File: src/rtl/div_ctrl_if.sv
// -----------------------------------------------------------------------------
// div_ctrl_if -- handshake/operand bundle between the EX stage and div_ctrl.
//
// Signals (named from the divider's point of view):
//   start_i     : EX stage holds a divide/remainder instruction
//   signed_i    : 1 = DIV/REM (two's complement), 0 = DIVU/REMU
//   rem_i       : 1 = return remainder, 0 = return quotient
//   dividend_i  : rs1 value, sampled on acceptance only
//   divisor_i   : rs2 value, sampled on acceptance only
//   annul_i     : pipeline flush, aborts any operation
//   stallreq_o  : stall request to pipeline control
//   ready_o     : result valid this cycle
//   result_o    : quotient or remainder, zero when ready_o is low
//
// master = pipeline side, slave = divider side.
// -----------------------------------------------------------------------------
interface div_ctrl_if #(
    parameter int XLEN = 32
);
    logic            start_i;
    logic            signed_i;
    logic            rem_i;
    logic [XLEN-1:0] dividend_i;
    logic [XLEN-1:0] divisor_i;
    logic            annul_i;
    logic            stallreq_o;
    logic            ready_o;
    logic [XLEN-1:0] result_o;

    modport master (
        output start_i, signed_i, rem_i, dividend_i, divisor_i, annul_i,
        input  stallreq_o, ready_o, result_o
    );

    modport slave (
        input  start_i, signed_i, rem_i, dividend_i, divisor_i, annul_i,
        output stallreq_o, ready_o, result_o
    );
endinterface

File: src/rtl/div_ctrl.sv
// -----------------------------------------------------------------------------
// div_ctrl -- multi-cycle restoring radix-2 divider for the EX stage.
//
// Ports:
//   clk  : single clock, all state changes on the rising edge
//   rst  : asynchronous active-low reset
//   bus  : div_ctrl_if.slave (start/operands/annul in, stall/ready/result out)
//
// Operation: an instruction is accepted in IDLE when start_i is high and
// annul_i is low. Divide-by-zero and signed overflow resolve immediately
// (one-cycle DONE). Everything else runs XLEN iterations in BUSY on operand
// magnitudes, then the recorded signs are applied on the way into DONE.
// DONE lasts one cycle and presents the selected result.
// -----------------------------------------------------------------------------
module div_ctrl #(
    parameter int XLEN = 32
) (
    input  logic       clk,
    input  logic       rst,
    div_ctrl_if.slave  bus
);

    localparam int CW = $clog2(XLEN) + 1;

    typedef enum logic [1:0] {
        IDLE,
        BUSY,
        DONE
    } state_t;

    state_t          state;
    state_t          state_nxt;
    logic [CW-1:0]   cnt;
    // Dividend bits leave from the MSB while quotient bits enter at the LSB.
    logic [XLEN-1:0] dvd_q;
    logic [XLEN-1:0] dvs;
    logic [XLEN:0]   prem;
    logic            neg_q;
    logic            neg_r;
    logic            rem_sel;
    logic [XLEN-1:0] result;

    // Acceptance and special-case decode.
    logic            accept;
    logic            div_zero;
    logic            overflow;
    logic [XLEN-1:0] dividend_mag;
    logic [XLEN-1:0] divisor_mag;

    // One restoring iteration.
    logic [XLEN:0]   shifted;
    logic [XLEN:0]   trial;
    logic            q_bit;
    logic [XLEN:0]   prem_next;
    logic [XLEN-1:0] q_next;
    logic            last_iter;
    logic [XLEN-1:0] q_final;
    logic [XLEN-1:0] r_final;

    assign accept   = (state == IDLE) && bus.start_i && !bus.annul_i;
    assign div_zero = (bus.divisor_i == '0);
    assign overflow = bus.signed_i
                   && (bus.dividend_i == {1'b1, {(XLEN-1){1'b0}}})
                   && (bus.divisor_i == '1);

    // The most negative value maps to itself, which is the correct unsigned
    // magnitude, so no extra bit is needed.
    assign dividend_mag = (bus.signed_i && bus.dividend_i[XLEN-1]) ? -bus.dividend_i
                                                                   : bus.dividend_i;
    assign divisor_mag  = (bus.signed_i && bus.divisor_i[XLEN-1]) ? -bus.divisor_i
                                                                  : bus.divisor_i;

    // The partial remainder stays below the divisor, so XLEN+1 bits hold the
    // shifted value and the sign of the trial subtraction without truncation.
    assign shifted   = {prem[XLEN-1:0], dvd_q[XLEN-1]};
    assign trial     = shifted - {1'b0, dvs};
    assign q_bit     = ~trial[XLEN];
    assign prem_next = q_bit ? trial : shifted;
    assign q_next    = {dvd_q[XLEN-2:0], q_bit};
    assign last_iter = (cnt == CW'(XLEN - 1));
    assign q_final   = neg_q ? -q_next : q_next;
    assign r_final   = neg_r ? -prem_next[XLEN-1:0] : prem_next[XLEN-1:0];

    // State register.
    // NOTE: sequential state uses non-blocking assignments so every register
    // samples pre-edge values regardless of process ordering.
    always_ff @(posedge clk or negedge rst) begin
        if (!rst) begin
            state <= IDLE;
        end else begin
            state <= state_nxt;
        end
    end

    // Next-state logic; annul overrides both acceptance and completion.
    // NOTE: state_nxt gets its default first so no path leaves it unassigned,
    // which would otherwise infer a latch.
    always_comb begin
        state_nxt = state;
        case (state)
            IDLE: begin
                if (accept) begin
                    state_nxt = (div_zero || overflow) ? DONE : BUSY;
                end
            end
            BUSY: begin
                if (!bus.start_i) begin
                    state_nxt = IDLE;
                end else if (last_iter) begin
                    state_nxt = DONE;
                end
            end
            DONE: begin
                state_nxt = IDLE;
            end
            default: begin
                state_nxt = IDLE;
            end
        endcase
        if (bus.annul_i) begin
            state_nxt = IDLE;
        end
    end

    // Datapath registers.
    // NOTE: the datapath is reset along with the FSM so every observable
    // register has a defined value straight out of reset.
    always_ff @(posedge clk or negedge rst) begin
        if (!rst) begin
            cnt     <= '0;
            dvd_q   <= '0;
            dvs     <= '0;
            prem    <= '0;
            neg_q   <= 1'b0;
            neg_r   <= 1'b0;
            rem_sel <= 1'b0;
            result  <= '0;
        end else if (accept) begin
            rem_sel <= bus.rem_i;
            cnt     <= '0;
            if (div_zero) begin
                result <= bus.rem_i ? bus.dividend_i : '1;
            end else if (overflow) begin
                result <= bus.rem_i ? '0 : bus.dividend_i;
            end else begin
                dvd_q <= dividend_mag;
                dvs   <= divisor_mag;
                prem  <= '0;
                neg_q <= bus.signed_i && (bus.dividend_i[XLEN-1] ^ bus.divisor_i[XLEN-1]);
                neg_r <= bus.signed_i && bus.dividend_i[XLEN-1];
            end
        end else if (state == BUSY) begin
            cnt   <= cnt + 1'b1;
            dvd_q <= q_next;
            prem  <= prem_next;
            if (last_iter) begin
                result <= rem_sel ? r_final : q_final;
            end
        end
    end

    // Outputs. The rst term keeps stallreq_o low during reset even if the
    // pipeline is still presenting start_i.
    assign bus.ready_o    = (state == DONE) && !bus.annul_i;
    assign bus.result_o   = bus.ready_o ? result : '0;
    assign bus.stallreq_o = rst && bus.start_i && !bus.ready_o && !bus.annul_i;

endmodule

File: src/flat_wrapper.sv
// flat-port wrapper written by rule: the top's interface ports become plain ports
module div_ctrl_flat 
#(
    parameter int XLEN = 32
)
  (clk, rst, bus_start_i, bus_signed_i, bus_rem_i, bus_dividend_i, bus_divisor_i, bus_annul_i, bus_stallreq_o, bus_ready_o, bus_result_o);
  div_ctrl_if #(.XLEN(XLEN)) bus_i ();
  input  logic clk;
  input  logic rst;
  input wire logic [$bits(bus_i.start_i)-1:0] bus_start_i;
  input wire logic [$bits(bus_i.signed_i)-1:0] bus_signed_i;
  input wire logic [$bits(bus_i.rem_i)-1:0] bus_rem_i;
  input wire logic [$bits(bus_i.dividend_i)-1:0] bus_dividend_i;
  input wire logic [$bits(bus_i.divisor_i)-1:0] bus_divisor_i;
  input wire logic [$bits(bus_i.annul_i)-1:0] bus_annul_i;
  output wire logic [$bits(bus_i.stallreq_o)-1:0] bus_stallreq_o;
  output wire logic [$bits(bus_i.ready_o)-1:0] bus_ready_o;
  output wire logic [$bits(bus_i.result_o)-1:0] bus_result_o;
  assign bus_i.start_i = bus_start_i;
  assign bus_i.signed_i = bus_signed_i;
  assign bus_i.rem_i = bus_rem_i;
  assign bus_i.dividend_i = bus_dividend_i;
  assign bus_i.divisor_i = bus_divisor_i;
  assign bus_i.annul_i = bus_annul_i;
  assign bus_stallreq_o = bus_i.stallreq_o;
  assign bus_ready_o = bus_i.ready_o;
  assign bus_result_o = bus_i.result_o;
  div_ctrl #(.XLEN(XLEN)) u_core (.clk(clk), .rst(rst), .bus(bus_i));
endmodule
File: config.mk
export PLATFORM = sky130hd
export DESIGN_NAME = div_ctrl_flat
export DESIGN_NICKNAME = d
export VERILOG_FILES = /design/src/rtl/div_ctrl_if.sv /design/src/rtl/div_ctrl.sv /design/src/flat_wrapper.sv
export SDC_FILE = /design/constraint.sdc
export NUM_CORES = 1
export LEC_CHECK = 0
export BUFFER_PORTS_ARGS = -buffer_cell sky130_fd_sc_hd__buf_2
export CAP_MARGIN = 20
export CORE_MARGIN = 5
export CORE_UTILIZATION = 62
export CTS_BUF_LIST = sky130_fd_sc_hd__clkbuf_16
export CTS_CLUSTER_SIZE = 40
export DETAILED_ROUTE_END_ITERATION = 8
export HOLD_SLACK_MARGIN = 0.08
export PLACE_DENSITY = 0.82
export SLEW_MARGIN = 10
export SYNTH_ARGS = -nofsm -noshare
export SYNTH_HDL_FRONTEND = slang
export SYNTH_SLANG_ARGS = --single-unit
export TNS_END_PERCENT = 20
File: constraint.sdc
create_clock -name clk -period 7 [get_ports clk]
set_clock_uncertainty 0.2 [all_clocks]
set_input_delay 0.7 -clock clk [delete_from_list [all_inputs] [get_ports clk]]
set_output_delay 0.7 -clock clk [all_outputs]
set_load 0.02 [all_outputs]
==> Flow_metrics.wiki <==
{| class="wikitable"
! Metric !! Value
|-
| Area after DPL || between 10000 and 15000 um^2
|-
| Max_slew headroom || 0.322
|-
| Max-cap violations || 0
|-
| Fraction of layout instances using a drive strength above 1 || 0.119
|-
| Kind of end point of the critical path || flop
|-
| Post-layout net count || approximately 1800
|-
| Static leakage || around 0.0057 uW
|-
| Busiest layer in global routing || met2
|-
| Global routing usage on met2 || 0.554
|-
| Xor/xnor cell area share of the yosys netlist || 0.0963
|-
| Count of buffers inserted at the top-level ports || slightly above 100
|-
| Non-Filler Instances || between 1500 and 2000
|-
| Result of the run || completed
|-
| Most instantiated flip-flop cell in the synthesis netlist || sky130_fd_sc_hd__dfrtp_1
|-
| Routed wire length || 39200 um
|-
| Worst Path Arrival || between 6000 and 7000 ps
|-
| Proportion of synthesized chip area in sequential cells || 0.285
|-
| Synth Area in Adders || 0.0480
|-
| Vias in the first global route || around 12000
|-
| Total number of yosys warnings || 0
|-
| Kind of critical path || flop to flop
|-
| Reg clk slew, reported paths || roughly 60 ps
|-
| Number of buffers and inverters on the critical path || 4
|-
| Critical path's largest stage delay || approximately 540 ps
|-
| Row cnt || 51
|-
| Antenna viol nets, final || 0
|-
| Crit-path max FO || 35
|-
| Width of the die || around 150 um
|-
| Share of the clock period used by the worst path after layout || 0.878
|-
| Num ports || about 100
|-
| Routed via count || 12700
|-
| Count of antenna diodes in the layout || 0
|-
| Die Area || around 23000 um^2
|-
| EDFF count, synth || 0
|-
| Worst setup path start || u_core.dvd_q[31]
|-
| Vias per inst || 6.56
|-
| Count of different cell masters after synthesis || 86
|-
| Ratio of total power to cell area || ~430 nW/um^2
|-
| Top-area cell type share of the netlist area || 0.285
|-
| Storage element area || 3480 um^2
|-
| Met3 track demand over resource || 0.0792
|-
| Final Hold Viols || 0
|-
| Antenna violations before repair || 0
|-
| Post-route cell area || about 13000 um^2
|-
| CP Cell Sequence || inv_1 -> ha_1 -> fa_1 -> nand2b_1 -> a21oi_2 -> o211ai_1 -> a211oi_2 -> nor4_4 -> nor2_8 -> inv_4 -> a21oi_1 -> ha_1 -> inv_1 -> nor4b_1 -> buf_4 -> nand4_1 -> nor4b_1 -> o211ai_1 -> o41ai_1 -> xor2_1 -> a21oi_1
|-
| Top area cells in the synthesized netlist || sky130_fd_sc_hd__dfrtp_1, sky130_fd_sc_hd__o21ai_0, sky130_fd_sc_hd__xnor2_1
|-
| # H-tree levels || 4
|-
| DRC || 0
|-
| Post-synthesis cell area || approximately 12000 um^2
|-
| Final critical delay including setup and external delays || approximately 6000 ps
|-
| Hold_sp || u_core.dvs[21]
|-
| Top-count cell post-synth || sky130_fd_sc_hd__o21ai_0
|-
| Total negative slack || 0 ps
|-
| Minimum setup slack among reg-to-reg paths || around 850 ps
|-
| Maximum number of pins on one net before global-route repair || 68
|-
| Global-route track usage on met1 || 0.464
|-
| Combined area of the multi-input logic cells || roughly 8000 um^2
|-
| Routability-driven placement congestion ratio || between 0.9 and 1
|-
| Commonest cells in the netlist || sky130_fd_sc_hd__o21ai_0, sky130_fd_sc_hd__nand2_1, sky130_fd_sc_hd__dfrtp_1
|-
| Synth async-reset ratio || 1.00
|-
| Signed area change from the synthesized netlist to the final layout || 10.4%
|-
| Initial detailed-routing violation count || about 1400
|-
| Setup repair after global routing missed its margin || no
|-
| Average cell area after synthesis || about 7.6 um^2
|-
| Effective utilization at floorplan || 0.628
|-
| Crit Reg-Reg Startpoint || u_core.dvd_q[31]
|-
| Area of the core || about 19000 um^2
|-
| Root Buffer Master || sky130_fd_sc_hd__clkbuf_16
|-
| Count of endpoints failing setup in the final report || 0
|-
| Cells after Synth || roughly 1600
|-
| Maximum root-to-sink buffer count || 2
|-
| Fill cell count || between 1500 and 2000
|-
| Simple-gate share of the synthesized area || 0.228
|-
| Transition time of the tightest slew-check pin || 1020 ps
|-
| Max stage delay cell, worst path || sky130_fd_sc_hd__nor2_8
|-
| Syn Nets || between 1500 and 2000
|-
| Number of buffers created by CTS || 17
|-
| Die Y-Extent || around 150 um
|-
| Dpl hpwl || ~29000 um
|-
| Drt pass-1 iters || 8
|-
| Total setup buffers inserted after CTS || 0
|-
| Total global-route track usage || 0.349
|-
| Largest family of logic cells by synthesized area || compound AO/OA/AOI/OAI gates
|-
| Final slew viol count || 0
|-
| Highest achievable clock rate || roughly 0.16 GHz
|-
| Gate family responsible for the most delay along the worst path || compound AO/OA/AOI/OAI gates
|-
| #FFs+latches synth || approximately 140
|-
| Insertion delay to the later sink of the worst-skew pair || between 400 and 500 ps
|-
| Number of clock sinks || 139
|-
| Synth area leader || sky130_fd_sc_hd__dfrtp_1
|-
| Number of placed instances, taps included || ~1900
|-
| CTS tree || built
|-
| Setup crit start kind || flop
|-
| First-pass GRT wire length || around 62000 um
|-
| Global-route congestion overflow total || 0
|-
| Worst EP required || between 7000 and 8000 ps
|-
| Worst VDD drop || roughly 0.29 mV
|-
| Multiplexer fraction of the synthesized cell area || 0.0215
|-
| Fraction of the mapped netlist area in compound gates || 0.270
|-
| Final routed wire length divided by cell count || about 20 um
|-
| Kind of path behind the tightest hold check || flop to flop
|}
## worst min-delay path: stages (launching register included)
cell	delay [ps]
sky130_fd_sc_hd__dfrtp_1	340
sky130_fd_sc_hd__nand2_1	50
sky130_fd_sc_hd__o21ai_0	60
## registers in the layout, summed over array words and instances, names as in the netlist
signal / count
u_core.cnt: 6
u_core.dvs: 32
u_core.prem: 32
u_core.neg_q: 1
u_core.neg_r: 1
u_core.result: 32
u_core.state: 2
u_core.dvd_q: 32
u_core.rem_sel: 1
## cells by family (layout without fill, tap and decap cells)
family,count (synthesis),after routing
multiplexers,26,26
AO/OA/AOI/OAI,532,532
XOR/XNOR,134,134
buffers and inverters,157,224
flip-flops,139,139
AND/OR/NAND/NOR,565,565
adder cells (fa/ha/maj),48,48
## cell type report
class	count	area share
Multi-Input combinational cell	1305	0.603
Sequential cell	139	0.259
Timing Repair Buffer	126	0.0529
Clock buffer	17	0.0316
Tap cell	265	0.0246
Inverter	66	0.0186
Clock inverter	15	0.0103
## worst paths after layout
check,endpoint,cells past startpoint
max in group asynchronous,u_core.dvd_q[17],3
worst min register to register,u_core.dvs[21],2
worst min-delay path,u_core.dvs[21],2
worst max register to register,u_core.result[30],21
worst max-delay path,u_core.result[30],21
min in group asynchronous,u_core.dvs[7],2
## layout by cell type (no fill, tap or decap), drive strengths merged, types with 8 or more instances in the layout
cell type    n
clkbuf      18
a211oi       8
o41ai       17
ha          38
a31oi       26
or4         16
or2          9
nor3        29
o31ai       33
mux2i       25
nand4       18
maj3         9
nor2       130
and2        43
buf        124
o21ai      220
or3         20
a21oi      122
a21o        13
nand2      179
dfrtp      139
nand3       64
nand2b      11
inv         74
o211ai      26
xor2        54
xnor2       80
nor4        16
## power by group
part | switching (uW) | internal [uW] | total, uW | leakage, uW
combinational | 2360 | 1300 | 3660 | 0.00364
sequential | 235 | 974 | 1210 | 0.00175
clock | 397 | 495 | 892 | 0.000269
## what timing repair did
item | in CTS | in global routing
resized for setup | 0 | 0
hold buffers | 1 | 0
hold endpoints to repair | 39 | 0
## metrics by stage
| step | util | total power (uW) | setup slack, ps | hold WS (ps) |
|---|---|---|---|---|
| CTS | 0.692 | 5670 | 927 | 289 |
| floorplan | - | 3850 | 1560 | 204 |
| global placement | 0.662 | 4710 | 1220 | 262 |
| global route | 0.693 | 6140 | 407 | 314 |
| detailed placement | 0.662 | 4760 | 965 | 275 |
| finish | 0.693 | 5770 | 855 | 284 |
## layer usage
layer / vias up / wire length (um)
li1: 5917 / -
met3: 105 / 3700
met5: - / 0
met4: 0 / 1410
met1: 6019 / 15900
met2: 646 / 18200
(Power assumes the default switching activity.)
